File: config.mk
export PLATFORM = sky130hd
export DESIGN_NAME = regfile_dump_flat
export DESIGN_NICKNAME = d
export VERILOG_FILES = /design/src/rtl/regfile_dump_if.sv /design/src/rtl/regfile_dump.sv /design/src/flat_wrapper.sv
export SDC_FILE = /design/constraint.sdc
export NUM_CORES = 1
export LEC_CHECK = 0
export CAP_MARGIN = 30
export CORE_UTILIZATION = 41
export CTS_CLUSTER_DIAMETER = 30
export DETAILED_ROUTE_END_ITERATION = 8
export PLACE_DENSITY = 0.78
export SLEW_MARGIN = 20
export SYNTH_ARGS = -nofsm -noshare
export SYNTH_HDL_FRONTEND = slang
export SYNTH_SLANG_ARGS = --single-unit
File: constraint.sdc
create_clock -name clk -period 1.8 [get_ports clk]
set_input_delay 0.27 -clock clk [delete_from_list [all_inputs] [get_ports clk]]
set_output_delay 0.27 -clock clk [all_outputs]
set_load 0.005 [all_outputs]
File: src/rtl/regfile_dump_if.sv
// Beat stream carrying a dumped register value and its index.
// Valid/ready handshake toward the debug/trace path.
interface regfile_dump_if #(
  parameter int ADDRESS_WIDTH = 5,
  parameter int DATA_WIDTH    = 32
) ();
  logic                     valid;
  logic                     ready;
  logic [DATA_WIDTH-1:0]    data;
  logic [ADDRESS_WIDTH-1:0] index;
  logic                     last;

  modport master (
    output valid,
    output data,
    output index,
    output last,
    input  ready
  );

  modport slave (
    input  valid,
    input  data,
    input  index,
    input  last,
    output ready
  );
endinterface

File: src/rtl/regfile_dump.sv
// Register file read-out engine: walks every register through a
// spare async read port and streams index/value beats.
module regfile_dump #(
  parameter int ADDRESS_WIDTH = 5,
  parameter int DATA_WIDTH    = 32
) (
  input  logic                     clk,
  input  logic                     rst_n,
  input  logic                     start,
  output logic                     busy,
  output logic                     done,
  output logic [ADDRESS_WIDTH-1:0] rd_addr,
  input  logic [DATA_WIDTH-1:0]    rd_data,
  regfile_dump_if.master           dump
);

  typedef enum logic {
    IDLE,
    RUN
  } state_t;

  state_t state;
  state_t state_nx;

  logic [ADDRESS_WIDTH:0] ptr;
  logic                   exhausted;
  logic                   load;
  logic                   hs;
  logic                   fin;

  assign exhausted = ptr[ADDRESS_WIDTH];
  assign rd_addr   = ptr[ADDRESS_WIDTH-1:0];
  assign busy      = (state == RUN);
  assign hs        = dump.valid && dump.ready;
  assign load      = busy && !exhausted
                   && (!dump.valid || dump.ready);
  assign fin       = busy && hs && dump.last;

  // Next state: leave IDLE on start, return after the last beat.
  always_comb begin
    state_nx = state;
    unique case (state)
      IDLE: if (start) state_nx = RUN;
      RUN:  if (fin)   state_nx = IDLE;
      default: state_nx = IDLE;
    endcase
  end

  // State register.
  always_ff @(posedge clk) begin
    if (!rst_n) state <= IDLE;
    else        state <= state_nx;
  end

  // Pointer, output beat registers and the done pulse.
  always_ff @(posedge clk) begin
    if (!rst_n) begin
      ptr        <= '0;
      done       <= 1'b0;
      dump.valid <= 1'b0;
      dump.data  <= '0;
      dump.index <= '0;
      dump.last  <= 1'b0;
    end else begin
      done <= fin;
      if (state == IDLE && start) ptr <= '0;
      if (load) begin
        dump.data  <= rd_data;
        dump.index <= ptr[ADDRESS_WIDTH-1:0];
        dump.last  <= (ptr[ADDRESS_WIDTH-1:0]
                       == {ADDRESS_WIDTH{1'b1}});
        dump.valid <= 1'b1;
        ptr        <= ptr + 1'b1;
      end else if (hs) begin
        dump.valid <= 1'b0;
      end
    end
  end

endmodule

File: src/flat_wrapper.sv
// flat-port wrapper written by rule: the top's interface ports become plain ports
module regfile_dump_flat 
#(
  parameter int ADDRESS_WIDTH = 5,
  parameter int DATA_WIDTH    = 32
)
  (clk, rst_n, start, busy, done, rd_addr, rd_data, dump_valid, dump_data, dump_index, dump_last, dump_ready);
  regfile_dump_if #(.ADDRESS_WIDTH(ADDRESS_WIDTH), .DATA_WIDTH(DATA_WIDTH)) dump_i ();
  input  logic clk;
  input  logic rst_n;
  input  logic start;
  output logic busy;
  output logic done;
  output logic [ADDRESS_WIDTH-1:0] rd_addr;
  input  logic [DATA_WIDTH-1:0] rd_data;
  output wire logic [$bits(dump_i.valid)-1:0] dump_valid;
  output wire logic [$bits(dump_i.data)-1:0] dump_data;
  output wire logic [$bits(dump_i.index)-1:0] dump_index;
  output wire logic [$bits(dump_i.last)-1:0] dump_last;
  input wire logic [$bits(dump_i.ready)-1:0] dump_ready;
  assign dump_valid = dump_i.valid;
  assign dump_data = dump_i.data;
  assign dump_index = dump_i.index;
  assign dump_last = dump_i.last;
  assign dump_i.ready = dump_ready;
  regfile_dump #(.ADDRESS_WIDTH(ADDRESS_WIDTH), .DATA_WIDTH(DATA_WIDTH)) u_core (.clk(clk), .rst_n(rst_n), .start(start), .busy(busy), .done(done), .rd_addr(rd_addr), .rd_data(rd_data), .dump(dump_i));
endmodule
==> results of run 1 <==
[state kept, by name, indices dropped and copies added (netlist names)]
name / cells
u_core.dump.data: 32
u_core.ptr: 6
u_core.dump.index: 5
u_core.busy: 1
u_core.done: 1
u_core.dump.last: 1
u_core.dump.valid: 1
[layer usage]
layer,track usage (%),vias to the layer above
met4,5.11,0
met1,24.8,848
li1,-,940
met5,0,-
met3,6.98,4
met2,33.2,75
[through the flow]
step	area, µm²	utilization (%)	setup slack [ns]	hold slack, ns
floorplan	1880	-	0.548	0.418
global placement	2740	62.6	0.199	0.459
detailed placement	2740	62.6	0.162	0.470
CTS	2860	65.3	0.238	0.478
global route	2860	65.3	0.183	0.503
finish	2860	65.3	0.222	0.474
[cell type report]
type                            count  area share (%)
Clock buffer                        6            2.89
Clock inverter                      2            1.22
Inverter                            1           0.131
Multi-Input combinational cell    148            28.1
Sequential cell                    47            32.9
Tap cell                           52            2.27
Timing Repair Buffer               92            32.5
[cell families (layout without fill, tap and decap cells)]
group	count (synthesis)	after routing	share of synthesized area, %
AOI/OAI and AO/OA	90	90	25.0
and+or+nand+nor	56	56	15.7
DFF	47	47	50.1
buffers and inverters	30	101	7.86
adders and majority gates	2	2	1.33
[worst paths after layout]
kind / startpoint / endpoint / cells past startpoint
setup / recovery: u_core.ptr[3]$_SDFFE_PN0P_ / rd_addr[3] / 1
hold / removal: u_core.dump.data[3]$_SDFFE_PN0P_ / u_core.dump.data[3]$_SDFFE_PN0P_ / 2
setup reg to reg: u_core.ptr[0]$_SDFFE_PN0P_ / u_core.ptr[2]$_SDFFE_PN0P_ / 3
hold reg to reg: u_core.dump.data[3]$_SDFFE_PN0P_ / u_core.dump.data[3]$_SDFFE_PN0P_ / 2
[power breakdown]
group / internal [µW] / total [µW] / switching (µW)
Clock: 449 / 780 / 331
Combinational: 210 / 357 / 146
Sequential: 1090 / 1110 / 27.5
Total: 1750 / 2250 / 505
[placed cells by master (no fill, tap or decap), types with 2 or more instances in the layout]
master           instances
a21oi_1                 43
and3_1                   4
o21ai_0                 39
clkdlybuf4s50_1         81
dfxtp_1                 47
ha_1                     2
nand3_1                 40
nand2b_1                 2
a311oi_1                 2
buf_4                    8
or3_1                    3
a31oi_1                  2
o211ai_1                 3
buf_12                   3
clkbuf_8                 6
==> metrics.txt, run 1 <==
outcome=finished clean; clock period minus final worst setup slack=1.58 ns; CTS buffer count=5; most instantiated library cell after synthesis=dfxtp_1; library cells used by synthesis=22; Clock transition at path regs=0.09 ns; Top delay family on crit path=buffers and inverters; initial core utilization=42.9%; die span in x=69.7 µm; Final GP Congestion=0.784; Post-synth EDFFs=0; # setup viols final=0; max incr delay on CP=0.57 ns; Mean Syn Cell Area=8.35 µm²; Worst VDD drop=501 µV; ys async rst share=0%; Reg2Reg Setup Slack=0.44 ns; Reg area=941 µm²; pwr dens=787 nW/µm²; DR WL/cell=13.8 µm; RSZ-0062 raised after global routing=false; final wirelength=4.82 mm; # nets final=333; fin. max-slew vios=0; Tot Pwr=2250 µW; die area=4860 µm²; via density per instance=5.36; DRC Markers=0; WS Path Type=flip-flop to primary output; Routed met1 length=2.15 mm; clk buf depth=2; Req. time, crit path=1.53 ns; CP arrival=1.31 ns; Core Area=4380 µm²; number of DRC markers in iteration 0=104; max layer used=met4; Synth top cells by count=dfxtp_1, a21oi_1, nand3_1; Rows=24; I/O pin count=82; Synth warnings=0; post-route clock period utilization=87.7%; Post-Syn Area=1880 µm²; highest-delay cell along the critical path=clkdlybuf4s50_1; area share of the largest cell type after synthesis=50.1%; initial antenna violation count=0; Sink Count=47; crit path cell chain=clkdlybuf4s50_1; grt ovf=0; area of the multi-input gates=803 µm²; First-pass DRT Iterations=4; crit path buf inv count=1; vias in the first global route=1,749; predominant post-synthesis flop cell=dfxtp_1; synthesized flop and latch total=47; clock tree from TritonCTS=built; Final Skew=0.00942 ns; Hold Fails Final Rpt=0; Layout Cells excl Fill=348; max_slew headroom=78.5%; dominant cells by area after synthesis=dfxtp_1, a21oi_1, nand3_1; Port-buffer cells=81; Total GRT Usage=20.0%; post-route ant nets=0; Die Y=69.7 µm; Worst Tran Pin Value=0.322 ns; first-pass GRT wire length=7.96 mm; post-route setup TNS=0 ns; pin count of the biggest net entering global routing=47; met3 wire len=389 µm; clk root buf=clkbuf_8; Seq/Total Area, Yosys=50.1%; max_cap viols=0; share of post-route cells with drive strength above 1=7.77%; vias=1,867; cell count after synthesis=225; worst min path class=flip-flop to flip-flop; H-tree Lvls=2; Highest Clock Rate=634 MHz; post-DP HPWL=3.19 mm; Synth area leader=dfxtp_1; post-CTS sizing=0; fillcell total=404; leakage power=0.00102 µW; Syn Nets=263; hold_buf cts=0; dpl cells=340; Layout area overhead=52.3%; # Post-CTS Setup Buffers=0; Critical Path Source Type=flip-flop; ant diodes=0; DR WL met2=2.24 mm; worst-skew pair later-pin latency=0.29 ns; crit path max fanout=6; crit end category=primary output
No activity file was read; power rests on OpenSTA's default activity.
==> run 2, diff against run 1 <==
- CORE_UTILIZATION: 41 -> 37
- PLACE_DENSITY: 0.78 -> 0.75
- clock period: 1.8 -> 1.3 ns (I/O delays scaled with it)
==> run 2 against run 1 <==
Total power increased by 28%. Setup slack got worse by 0.16 ns. Largest cell class is now buffers. Clock skew decreased by 0.0022 ns. Largest power group unchanged. Non-clock buffer count increased by 14. Clock power increased by 7.4%. Via count increased by 4.9%. Core utilization decreased by 3.0 points. Register-to-register slack got worse by 0.35 ns. Sequential power increased by 40%.
==> metrics.txt, run 2 (same netlist as run 1, synthesis figures left out) <==
fin. max-slew vios=0 (unchanged); Clock transition at path regs=0.08 ns (about the same); pwr dens=964 nW/µm² (+23%); post-route ant nets=0 (unchanged); Final GP Congestion=0.788 (+0.47%); Highest Clock Rate=807 MHz; post-DP HPWL=3.63 mm (+14%); crit path max fanout=7 (+1); Die Y=73.3 µm (+5.1%); Core Area=4820 µm² (+9.9%); highest-delay cell along the critical path=clkdlybuf4s50_1; initial core utilization=39.0% (-3.9 points); CTS buffer count=5 (unchanged); First-pass DRT Iterations=4 (unchanged); max_cap viols=0 (unchanged); hold slack final=0.448 ns (-0.0260 ns); # setup viols final=0 (unchanged); WS Path Type=primary input to flip-flop; number of DRC markers in iteration 0=67 (-36%); crit end category=flip-flop; Rows=25 (+4.2%); ant diodes=0 (unchanged); vias=1,959 (+4.9%); Port-buffer cells=81 (unchanged); initial antenna violation count=0 (unchanged); fin area=3000 µm² (+4.8%); Reg area=967 µm² (+2.8%); Worst Tran Pin Value=0.348 ns (+0.0265 ns); clock period minus final worst setup slack=1.24 ns; max_slew headroom=76.7% (-1.8 points); # nets final=347 (+4.2%); crit path cell chain=clkdlybuf4s50_1 -> nor2b_4 -> or3_4 -> a311oi_2; Req. time, crit path=1.51 ns (-0.02 ns); RSZ-0062 raised after global routing=false; most frequent cells in the layout=dlygate4sd2_1, a21oi_1, nand3_1; Final Skew=0.00726 ns (-0.00216 ns); biggest regs=u_core.dump.data x32, u_core.ptr x6, u_core.dump.index x5; fillcell total=457 (+13%); DRC Markers=0 (unchanged); share of post-route cells with drive strength above 1=21.0% (+13 points); worst min path class=primary input to flip-flop; Sink Count=47 (unchanged); most common cell after layout, fill and taps aside=dlygate4sd2_1; Worst VDD drop=556 µV (+11%); clock tree from TritonCTS=built; Layout area overhead=59.5%; pin count of the biggest net entering global routing=21 (-55%); crit path buf inv count=1 (unchanged); die area=5370 µm² (+11%); Hold Fails Final Rpt=0 (unchanged); first-pass GRT wire length=8.37 mm (+5.1%); clk root buf=clkbuf_8; final setup margin=0.0602 ns (-0.162 ns); post-route clock period utilization=95.4%; Top delay family on crit path=buffers and inverters; max incr delay on CP=0.54 ns (-0.03 ns); H-tree Lvls=2 (unchanged); Total GRT Usage=20.0% (-0.047 points); outcome=finished clean; leakage power=0.00127 µW (+25%); DR WL/cell=13.8 µm (-0.41%); final wirelength=5.20 mm (+7.9%); CP arrival=1.45 ns (+0.14 ns); vias in the first global route=1,858 (+6.2%); Setup WS pre-CTS=-0.235 ns (-0.396 ns); die span in x=73.3 µm (+5.1%); area of the multi-input gates=871 µm² (+8.4%); via density per instance=5.20 (-3.1%); number of flip-flops in the largest register=32 (unchanged); grt ovf=0 (unchanged); I/O pin count=82 (unchanged); Critical Path Source Type=primary input; worst-skew pair later-pin latency=0.29 ns (about the same); Area after DPL=2880 µm² (+5.0%); Most flops, register=u_core.dump.data; clk buf depth=2 (unchanged)
run 2: final cells by class:
type,count,area share (%)
timing repair buffer,106,33.1
sequential,47,32.3
multi-input combinational,148,29.0
clock buffer,7,2.55
clock inverter,1,0.167
tap,67,2.80
inverter,1,0.125
run 2: path summary, 6_finish.rpt:
kind | from | end | slack (ns) | depth (start not counted)
worst max-delay path | dump_ready | u_core.ptr[3]$_SDFFE_PN0P_ | 0.06 | 4
worst max register to register | u_core.dump.valid$_SDFFE_PN0P_ | u_core.ptr[3]$_SDFFE_PN0P_ | 0.09 | 3
worst min register to register | u_core.dump.data[22]$_SDFFE_PN0P_ | u_core.dump.data[22]$_SDFFE_PN0P_ | 0.47 | 2
worst min-delay path | rd_data[5] | u_core.dump.data[5]$_SDFFE_PN0P_ | 0.45 | 3
run 2: stage by stage:
| step | std cells | util [%] | total power [µW] | setup TNS [ns] |
|---|---|---|---|---|
| 2_1_floorplan | 225 | - | 1770 | 0 |
| 3_3_place_gp | 369 | 59.8 | 2110 | -5.75 |
| 3_5_place_dp | 369 | 59.8 | 2110 | -8.26 |
| 4_1_cts | 380 | 61.7 | 2910 | 0 |
| 5_1_grt | 377 | 62.2 | 3020 | 0 |
| 6_report | 377 | 62.2 | 2890 | 0 |
run 2: timing repair:
action,4_1_cts,5_1_grt
endpoints found under the setup margin,47,24
gates resized for setup,70,10
hold buffers,0,0
setup buffers,3,0
pin swaps,2,3
run 2: worst reg2reg max path: cells and delay by family (launching register included):
family | cells | cell delay [ns]
simple gates | 2 | 0.53
flops | 1 | 0.34
compound gates | 1 | 0.25
run 2: per-layer routing:
metal | GRT usage (%) | wire (µm) | share of wire, % | up-vias
li1 | - | - | - | 967
met1 | 23.0 | 2310 | 44 | 909
met2 | 35.4 | 2480 | 48 | 79
met3 | 6.17 | 374 | 7.2 | 4
met4 | 5.66 | 27 | 0.52 | 0
met5 | 0 | 0 | 0 | -
run 2: power by group:
group	total (µW)	internal (µW)	switching [µW]
Sequential	1550	1510	35.4
Clock	838	378	460
Combinational	506	285	221
==> run 3, diff against run 2 <==
- CAP_MARGIN: 30 -> unset
==> results of run 3 <==
Final layout, timing and power as in run 2 (identical DEF).
